[config.mk]
export PLATFORM = sky130hd
export DESIGN_NAME = ov5642_power_seq
export DESIGN_NICKNAME = d
export VERILOG_FILES = /design/src/rtl/ov5642_pkg.sv /design/src/rtl/sync_2ff.sv /design/src/rtl/ov5642_power_seq.sv
export SDC_FILE = /design/constraint.sdc
export NUM_CORES = 1
export LEC_CHECK = 0
export BUFFER_PORTS_ARGS = -buffer_cell sky130_fd_sc_hd__buf_2
export CORE_MARGIN = 10
export CORE_UTILIZATION = 42
export DETAILED_ROUTE_END_ITERATION = 10
export HOLD_SLACK_MARGIN = 0.08
export SKIP_CTS_REPAIR_TIMING = 1
export SYNTH_ARGS = -nofsm -noshare
export SYNTH_HDL_FRONTEND = slang
export SYNTH_SLANG_ARGS = --single-unit
[constraint.sdc]
create_clock -name clk -period 2.55 [get_ports clk]
set_input_delay 0.255 -clock clk [delete_from_list [all_inputs] [get_ports clk]]
set_output_delay 0.255 -clock clk [all_outputs]
set_load 0.005 [all_outputs]
[src/rtl/ov5642_pkg.sv]
// ov5642_pkg: state encodings, output decode and default timing for the OV5642 power sequencer
package ov5642_pkg;

    localparam int CLK_HZ     = 100_000_000;
    localparam int T_LOCK_DEF = 2_000_000;
    localparam int T_XCLK_DEF = 10_000;
    localparam int T_PWDN_DEF = 500_000;
    localparam int T_SCCB_DEF = 2_000_000;

    typedef enum logic [2:0] {
        IDLE, WAIT_LOCK, XCLK_ON, PWDN_WAIT, SCCB_WAIT, DONE, FAULT, STANDBY
    } state_t;

    typedef struct packed {
        logic xclk_en;
        logic cam_pwdn;
        logic cam_resetb;
        logic seq_done;
        logic busy;
        logic fault;
    } outs_t;

    // Output pattern owned by each state; registered on the edge the state is entered
    function automatic outs_t decode(state_t s);
        outs_t o;
        o.xclk_en    = s inside {XCLK_ON, PWDN_WAIT, SCCB_WAIT, DONE, STANDBY};
        o.cam_pwdn   = !(s inside {PWDN_WAIT, SCCB_WAIT, DONE});
        o.cam_resetb = s inside {SCCB_WAIT, DONE, STANDBY};
        o.seq_done   = s == DONE;
        o.busy       = s inside {WAIT_LOCK, XCLK_ON, PWDN_WAIT, SCCB_WAIT};
        o.fault      = s == FAULT;
        return o;
    endfunction

endpackage

[src/rtl/sync_2ff.sv]
// sync_2ff: two-flop synchronizer for a single asynchronous level, resets to 0
module sync_2ff (
    input  logic clk,
    input  logic rst,
    input  logic d,
    output logic q
);

    logic meta;

    // Shift the async level through two flops to settle metastability
    always_ff @(posedge clk) begin
        if (rst) begin
            meta <= 1'b0;
            q    <= 1'b0;
        end else begin
            meta <= d;
            q    <= meta;
        end
    end

endmodule

[src/rtl/ov5642_power_seq.sv]
// ov5642_power_seq: OV5642 power-up/reset sequencer; OV_STANDBY_EN adds a standby input and state
module ov5642_power_seq
    import ov5642_pkg::*;
#(
    parameter int T_LOCK_CYC = T_LOCK_DEF,
    parameter int T_XCLK_CYC = T_XCLK_DEF,
    parameter int T_PWDN_CYC = T_PWDN_DEF,
    parameter int T_SCCB_CYC = T_SCCB_DEF
) (
    input  logic clk,
    input  logic rst,
    input  logic dcm_locked,
    input  logic start,
`ifdef OV_STANDBY_EN
    input  logic standby,
`endif
    output logic xclk_en,
    output logic cam_pwdn,
    output logic cam_resetb,
    output logic seq_done,
    output logic busy,
    output logic fault
);

    localparam int T_A   = (T_LOCK_CYC > T_XCLK_CYC) ? T_LOCK_CYC : T_XCLK_CYC;
    localparam int T_B   = (T_PWDN_CYC > T_SCCB_CYC) ? T_PWDN_CYC : T_SCCB_CYC;
    localparam int T_MAX = (T_A > T_B) ? T_A : T_B;
    localparam int CW    = (T_MAX > 1) ? $clog2(T_MAX) : 1;

    state_t        state, state_n;
    logic [CW-1:0] cnt, cnt_n;
    logic          lock_s;
    outs_t         o;

    sync_2ff u_lock_sync (
        .clk (clk),
        .rst (rst),
        .d   (dcm_locked),
        .q   (lock_s)
    );

    assign {xclk_en, cam_pwdn, cam_resetb, seq_done, busy, fault} = o;

    // Next state and dwell counter; lock loss outranks start, start outranks timer expiry
    always_comb begin
        state_n = state;
        cnt_n   = (cnt == '0) ? '0 : cnt - 1'b1;
        case (state)
            IDLE:
                if (start) begin
                    state_n = WAIT_LOCK;
                    cnt_n   = CW'(T_LOCK_CYC - 1);
                end
            WAIT_LOCK:
                if (lock_s) begin
                    state_n = XCLK_ON;
                    cnt_n   = CW'(T_XCLK_CYC - 1);
                end else if (cnt == '0) state_n = FAULT;
            XCLK_ON:
                if (!lock_s) state_n = FAULT;
                else if (cnt == '0) begin
                    state_n = PWDN_WAIT;
                    cnt_n   = CW'(T_PWDN_CYC - 1);
                end
            PWDN_WAIT:
                if (!lock_s) state_n = FAULT;
                else if (cnt == '0) begin
                    state_n = SCCB_WAIT;
                    cnt_n   = CW'(T_SCCB_CYC - 1);
                end
            SCCB_WAIT:
                if (!lock_s) state_n = FAULT;
                else if (cnt == '0) state_n = DONE;
            DONE:
                if (!lock_s) state_n = FAULT;
                else if (start) begin
                    state_n = WAIT_LOCK;
                    cnt_n   = CW'(T_LOCK_CYC - 1);
                end
`ifdef OV_STANDBY_EN
                else if (standby) state_n = STANDBY;
            STANDBY:
                if (!lock_s) state_n = FAULT;
                else if (!standby) begin
                    state_n = SCCB_WAIT;
                    cnt_n   = CW'(T_SCCB_CYC - 1);
                end
`endif
            FAULT:
                if (start) begin
                    state_n = WAIT_LOCK;
                    cnt_n   = CW'(T_LOCK_CYC - 1);
                end
            default: state_n = IDLE;
        endcase
    end

    // State, counter and outputs all update on the same edge
    always_ff @(posedge clk) begin
        if (rst) begin
            state <= IDLE;
            cnt   <= '0;
            o     <= decode(IDLE);
        end else begin
            state <= state_n;
            cnt   <= cnt_n;
            o     <= decode(state_n);
        end
    end

endmodule
Yosys cells after proc, flatten, opt, wreduce, memory -nomap -nowiden
Cells that the tools add are included.
W data, S select, Z words.
{"block": "totals", "in_bits": 4, "out_inout_bits": 6, "reg_bits": 32, "wordCells": 52}
{"block": "op_classes", "addsub": 1, "eq_ne": 13, "muxes": 20, "reduce_logical": 8}
{"op": "$mux W21", "n": 8}
{"op": "$pmux W21 S5", "n": 1}
{"op": "$mux W3", "n": 10}
{"op": "$eq A3 B3 Y1 const B", "n": 7}
{"op": "$logic_not A21 Y1", "n": 1}
{"op": "$sub A21 B1 Y21 const B", "n": 1}
{"op": "$pmux W3 S6", "n": 1}
{"op": "$eq A3 B2 Y1 const B", "n": 4}
{"op": "$eq A3 B1 Y1 const B", "n": 2}
{"op": "$reduce_bool A3 Y1", "n": 2}
{"op": "$reduce_bool A5 Y1", "n": 1}
{"op": "$reduce_bool A4 Y1", "n": 1}
{"op": "$logic_not A3 Y1", "n": 1}
{"op": "$reduce_or A2 Y1", "n": 1}
{"op": "$logic_not A1 Y1", "n": 1}

Logic depth before layout (Yosys ltp)
{"block": "logic_depth", "ltp_word": 7, "depth_mapped": 9, "mapped_depth_nobuf": 9}

Modules after synthesis
From an unflattened synthesis, not the netlist that was laid out.
{"block": "unflattened", "cells_unflattened": 260, "area_unflattened_um2": 1969.4}
{"module": "ov5642_power_seq", "cells_per_inst": 256, "area_each_um2": 1916.8, "instances": 1}
{"module": "sync_2ff", "cells_per_inst": 4, "area_each_um2": 52.6, "instances": 1}

Worst setup path after synthesis
No wires, ideal clock.
{"block": "synth_timing", "path_kind": "reg2reg", "start": "reg cnt[0]", "end": "reg o (netlist bit cam_pwdn)", "stages_incl_launch_ff": 10, "setup_slack_ns": 0.695, "arrival_time_ns": 1.735, "setup_ns": 0.120, "cell_sequence": "dfxtp_1 > inv_1 > ha_1 > nor4b_2 > and3_2 > a2111oi_0 > a311o_1 > nand2b_1 > inv_1 > nor2_1"}
{"block": "synth_via", "elab_chain_len": 7}
{"item": "from (decl)", "line_no": "ov5642_power_seq.sv:31", "text": "logic [CW-1:0] cnt, cnt_n;"}
{"item": "from (signal assigned)", "line_no": "ov5642_power_seq.sv:106", "text": "cnt <= cnt_n;"}
{"item": "$logic_not A21 Y1 (*)"}
{"item": "$mux W3 (on tied branches) (2 in a row)"}
{"item": "$pmux W3 S6 (*)", "line_no": "ov5642_power_seq.sv:48", "text": "case (state)"}
{"item": "$eq A3 B2 Y1 or $eq A3 B3 Y1 (tied branches)", "line_no": "ov5642_pkg.sv:27", "text": "o.cam_pwdn = !(s inside {PWDN_WAIT, SCCB_WAIT, DONE});"}
{"item": "$reduce_bool A3 Y1 (*)", "line_no": "ov5642_pkg.sv:27"}
{"item": "$logic_not A1 Y1 (*)", "line_no": "ov5642_pkg.sv:27"}
{"item": "to (signal assigned)", "line_no": "ov5642_power_seq.sv:103", "text": "o <= decode(IDLE);"}
{"item": "to (signal assigned)", "line_no": "ov5642_power_seq.sv:107", "text": "o <= decode(state_n);"}
{"item": "to (decl)", "line_no": "ov5642_power_seq.sv:33", "text": "outs_t o;"}
Every way passes the cells marked *; elsewhere a longest branch is shown, timed or not.
A chain may end at the register's enable or synchronous reset.

Worst setup path after layout
{"block": "layout_timing", "start": "reg cnt[0]", "end": "reg cnt[5]"}
{"block": "layout_via", "elab_chain_len": 5}
{"item": "$sub A21 B1 Y21 or $logic_not A21 Y1 (tied branches)", "line_no": "ov5642_power_seq.sv:47, ov5642_power_seq.sv:61, ov5642_power_seq.sv:67"}
{"item": "$mux W21", "line_no": "ov5642_power_seq.sv:47", "text": "cnt_n = (cnt == '0) ? '0 : cnt - 1'b1;"}
{"item": "$mux W21 (on tied branches)"}
{"item": "$mux W21 (on tied branches)", "line_no": "ov5642_power_seq.sv:75, ov5642_power_seq.sv:60, ov5642_power_seq.sv:66"}
{"item": "$pmux W21 S5 (*)", "line_no": "ov5642_power_seq.sv:48"}
Marked as above.

==> run_summary.xml <==
<?xml version="1.0" encoding="UTF-8"?>
<metrics>
  <group name="status">
    <metric name="outcome" unit="">complete, no violations</metric>
  </group>
  <group name="layout">
    <metric name="multiInputGateArea" unit="mm²">0.001141</metric>
    <metric name="fillCellCount" unit="">450</metric>
    <metric name="final_layout_size_suffix_gt1_share" unit="%">13.81</metric>
    <metric name="final_common_cell" unit="">sky130_fd_sc_hd__dfxtp_1</metric>
    <metric name="ff_latch_area" unit="µm²">640.6</metric>
    <metric name="design.final.nets" unit="">244</metric>
    <metric name="antennaDiodeCount" unit="">0</metric>
    <metric name="highest_count_cells_in_the_layout_ignoring_fill_and_taps" unit="">32 x sky130_fd_sc_hd__dfxtp_1, 25 x sky130_fd_sc_hd__nor2_1, 17 x sky130_fd_sc_hd__nand2_1, 16 x sky130_fd_sc_hd__o21ai_0, 13 x sky130_fd_sc_hd__a21oi_1</metric>
    <metric name="area_growth_syn_to_layout" unit="%">10.91</metric>
    <metric name="final_area" unit="mm²">0.002061</metric>
  </group>
  <group name="placed_design">
    <metric name="postPlaceCellArea" unit="mm²">0.001971</metric>
    <metric name="gp_congestion" unit="">0.8977</metric>
    <metric name="dp_slack" unit="ns">0.3545</metric>
    <metric name="placement.io_buffers" unit="">9</metric>
    <metric name="detailedPlacementHpwl" unit="µm">3352</metric>
  </group>
  <group name="setup_path">
    <metric name="cp_max_fo" unit="">10</metric>
    <metric name="largest_stage_delay_on_the_critical_path" unit="ns">0.55</metric>
    <metric name="cp-end-kind" unit="">register</metric>
    <metric name="worstSetupStartpointType" unit="">register</metric>
    <metric name="critical_path_arrival" unit="ns">2.35</metric>
    <metric name="critPathKind" unit="">register to register</metric>
    <metric name="crit_chain" unit="">inv_1 &gt; ha_1 &gt; nor4b_2 &gt; and3_2 &gt; nand2_2 &gt; nor3_1 &gt; o21ai_0 &gt; o21ai_0</metric>
    <metric name="kind_of_cell_adding_the_most_delay_to_the_critical_path" unit="">compound AO/OA/AOI/OAI gates</metric>
    <metric name="cell_mode_on_critical_path" unit="">sky130_fd_sc_hd__o21ai_0</metric>
    <metric name="critPathBufInv" unit="">1</metric>
    <metric name="critPathRequiredTime" unit="ns">2.68</metric>
    <metric name="cpMaxStageDelayCell" unit="">sky130_fd_sc_hd__o21ai_0</metric>
  </group>
  <group name="clock_tree">
    <metric name="tritoncts.num_buffers" unit="">5</metric>
    <metric name="clk_pin_slew_worst_paths" unit="ns">0.07</metric>
    <metric name="tritoncts_num_sinks" unit="">32</metric>
    <metric name="cts_max_path_buffers" unit="">2</metric>
    <metric name="tritoncts" unit="">done</metric>
    <metric name="htree_levels" unit="">2</metric>
    <metric name="insertion_delay" unit="ns">0.28</metric>
    <metric name="clockRootBuffer" unit="">sky130_fd_sc_hd__clkbuf_8</metric>
  </group>
  <group name="global_route">
    <metric name="antenna_violations_before_repair" unit="">0</metric>
    <metric name="grt_pass1_vias" unit="">1552</metric>
    <metric name="overflow" unit="">0</metric>
    <metric name="largest_net_degree_at_the_start_of_global_routing" unit="">20</metric>
    <metric name="track_usage" unit="%">12.31</metric>
    <metric name="grt_pass1_wl" unit="µm">7541</metric>
  </group>
  <group name="sta">
    <metric name="hold_viol_final" unit="">0</metric>
    <metric name="fmaxAchievable" unit="MHz">450.0</metric>
    <metric name="timing.final.setup_violations" unit="">0</metric>
    <metric name="finalMaxSlewViolations" unit="">0</metric>
    <metric name="worst_slew_margin_rel" unit="%">54.77</metric>
    <metric name="finClkSkew" unit="ns">0.003866</metric>
    <metric name="period_minus_slack" unit="ns">2.222</metric>
    <metric name="final.setup.tns" unit="ns">0</metric>
    <metric name="worst-slew-pin-transition" unit="ns">0.6714</metric>
    <metric name="post-route-worst-setup-slack" unit="ns">0.3276</metric>
    <metric name="holdWs" unit="ns">0.2042</metric>
    <metric name="final.period_utilization" unit="%">87.15</metric>
    <metric name="unrepaired_setup_endpoints_after_global_routing" unit="">false</metric>
  </group>
  <group name="synth">
    <metric name="post_synth_adder_cell_area" unit="%">1.347</metric>
    <metric name="synth_compound_area_share" unit="%">21.62</metric>
    <metric name="post_synth_main_area_contributors" unit="">sky130_fd_sc_hd__dfxtp_1 34%, sky130_fd_sc_hd__xnor2_1 5.7%, sky130_fd_sc_hd__nor2_1 5.1%</metric>
    <metric name="synth-edff-count" unit="">0</metric>
    <metric name="mux_share_of_post_synthesis_cell_area" unit="%">0.5387</metric>
    <metric name="async_flop_share" unit="%">0</metric>
    <metric name="synth-seq-area-share" unit="%">34.48</metric>
    <metric name="postSynthRegisterBits" unit="">32</metric>
    <metric name="yosys.area.top_type_share" unit="%">34.48</metric>
    <metric name="syn-instance-count" unit="">226</metric>
    <metric name="synthSimpleGateAreaFrac" unit="%">29.43</metric>
    <metric name="xor_and_xnor_area_share_after_synthesis" unit="%">8.485</metric>
    <metric name="synthDominantAreaCellType" unit="">sky130_fd_sc_hd__dfxtp_1</metric>
    <metric name="post_synth_instance_area" unit="mm²">0.001858</metric>
    <metric name="ys_warn_count" unit="">0</metric>
    <metric name="ys_dominant_reg_cell" unit="">sky130_fd_sc_hd__dfxtp_1</metric>
    <metric name="post_synth_num_cell_types" unit="">49</metric>
    <metric name="synth_top_family_by_area" unit="">simple AND/OR/NAND/NOR gates</metric>
    <metric name="syn-mean-instance-area" unit="µm²">8.221</metric>
    <metric name="syn_nets" unit="">232</metric>
  </group>
  <group name="die">
    <metric name="floorplan.die.width" unit="µm">86.51</metric>
    <metric name="io_pins" unit="">10</metric>
    <metric name="initial_utilization" unit="%">42.97</metric>
    <metric name="die_area" unit="mm²">0.007484</metric>
    <metric name="std_cell_rows" unit="">24</metric>
    <metric name="core_region_area" unit="mm²">0.004324</metric>
    <metric name="die_boundary_height" unit="µm">86.51</metric>
  </group>
  <group name="routing">
    <metric name="drtPass1Iterations" unit="">7</metric>
    <metric name="vias" unit="">1686</metric>
    <metric name="post_drt_via_cell_ratio" unit="">5.794</metric>
    <metric name="detail_route.drc_violations" unit="">0</metric>
    <metric name="number_of_nets_still_failing_antenna_checks_after_routing" unit="">0</metric>
    <metric name="drt-wirelength-per-cell" unit="µm">15.35</metric>
    <metric name="detailedRoute.firstIterationViolations" unit="">169</metric>
    <metric name="drt_wl_total" unit="µm">4468</metric>
  </group>
  <group name="pwr">
    <metric name="p_total" unit="µW">1528</metric>
    <metric name="peakVddDrop" unit="mV">0.5248</metric>
    <metric name="leakage" unit="µW">0.0007568</metric>
    <metric name="power-per-cell-area" unit="mW/mm²">741.3</metric>
  </group>
  <group name="job">
    <metric name="max_cap_viol_count" unit="">0</metric>
  </group>
  <group name="min_path">
    <metric name="min_path_type" unit="">input port to register</metric>
  </group>
</metrics>
## worst paths after layout
path | startpoint | endpoint | slack (ns) | cells past startpoint
min reg2reg | u_lock_sync.meta | u_lock_sync.q | 0.44 | 1
max | cnt[0] | cnt[5] | 0.33 | 8
max reg2reg | cnt[0] | cnt[5] | 0.33 | 8
min | dcm_locked | u_lock_sync.meta | 0.20 | 2
## cell usage after synthesis (5+ instances only)
master,count
sky130_fd_sc_hd__nand3_1,10
sky130_fd_sc_hd__o31ai_1,5
sky130_fd_sc_hd__xor2_1,6
sky130_fd_sc_hd__inv_1,9
sky130_fd_sc_hd__nor3_1,9
sky130_fd_sc_hd__o21ai_0,16
sky130_fd_sc_hd__o211ai_1,5
sky130_fd_sc_hd__nand2_1,17
sky130_fd_sc_hd__a21oi_1,13
sky130_fd_sc_hd__clkbuf_1,6
sky130_fd_sc_hd__nor2_1,25
sky130_fd_sc_hd__xnor2_1,12
sky130_fd_sc_hd__dfxtp_1,32
## flip-flops by register name, summed over array words and instances, names as in the netlist
register	cells
state	3
cam_pwdn	1
u_lock_sync.q	1
u_lock_sync.meta	1
cam_resetb	1
xclk_en	1
seq_done	1
fault	1
busy	1
cnt	21
## where the power goes
part           internal, µW  switching [µW]  leakage, µW  total [µW]
combinational           198             252     0.000448         450
clock                   220             181    0.0000455         401
sequential              572             106     0.000264         677
## cells by family (layout without fill, tap and decap cells)
group | count (synthesis) | in the layout
AOI/OAI and AO/OA | 62 | 62
xor gates and xnor gates | 18 | 18
adders and majority gates | 2 | 2
buffers and inverters | 19 | 32
DFF | 32 | 32
muxes | 1 | 1
and+or+nand+nor | 92 | 92
## per-layer routing
metal	vias up	routed length (µm)	global-route usage, %
met5	-	0	0
li1	843	-	-
met1	784	2161	16.18
met3	9	209	2.908
met4	0	76	3.829
met2	50	2021	19.33
## area by class of cell
cell class | count | area share, %
clock buffer | 8 | 4.372
inverter | 9 | 1.639
multi-input combinational | 175 | 55.37
sequential | 32 | 31.09
tap | 52 | 3.157
timing repair buffer | 15 | 4.372
## through the flow
stage	util [%]	cells
floorplan	-	226
global placement	45.57	283
detailed placement	45.57	283
CTS	47.66	291
global route	47.66	291
finish	47.66	291
Note: power is estimated with default switching activity, not from simulation.
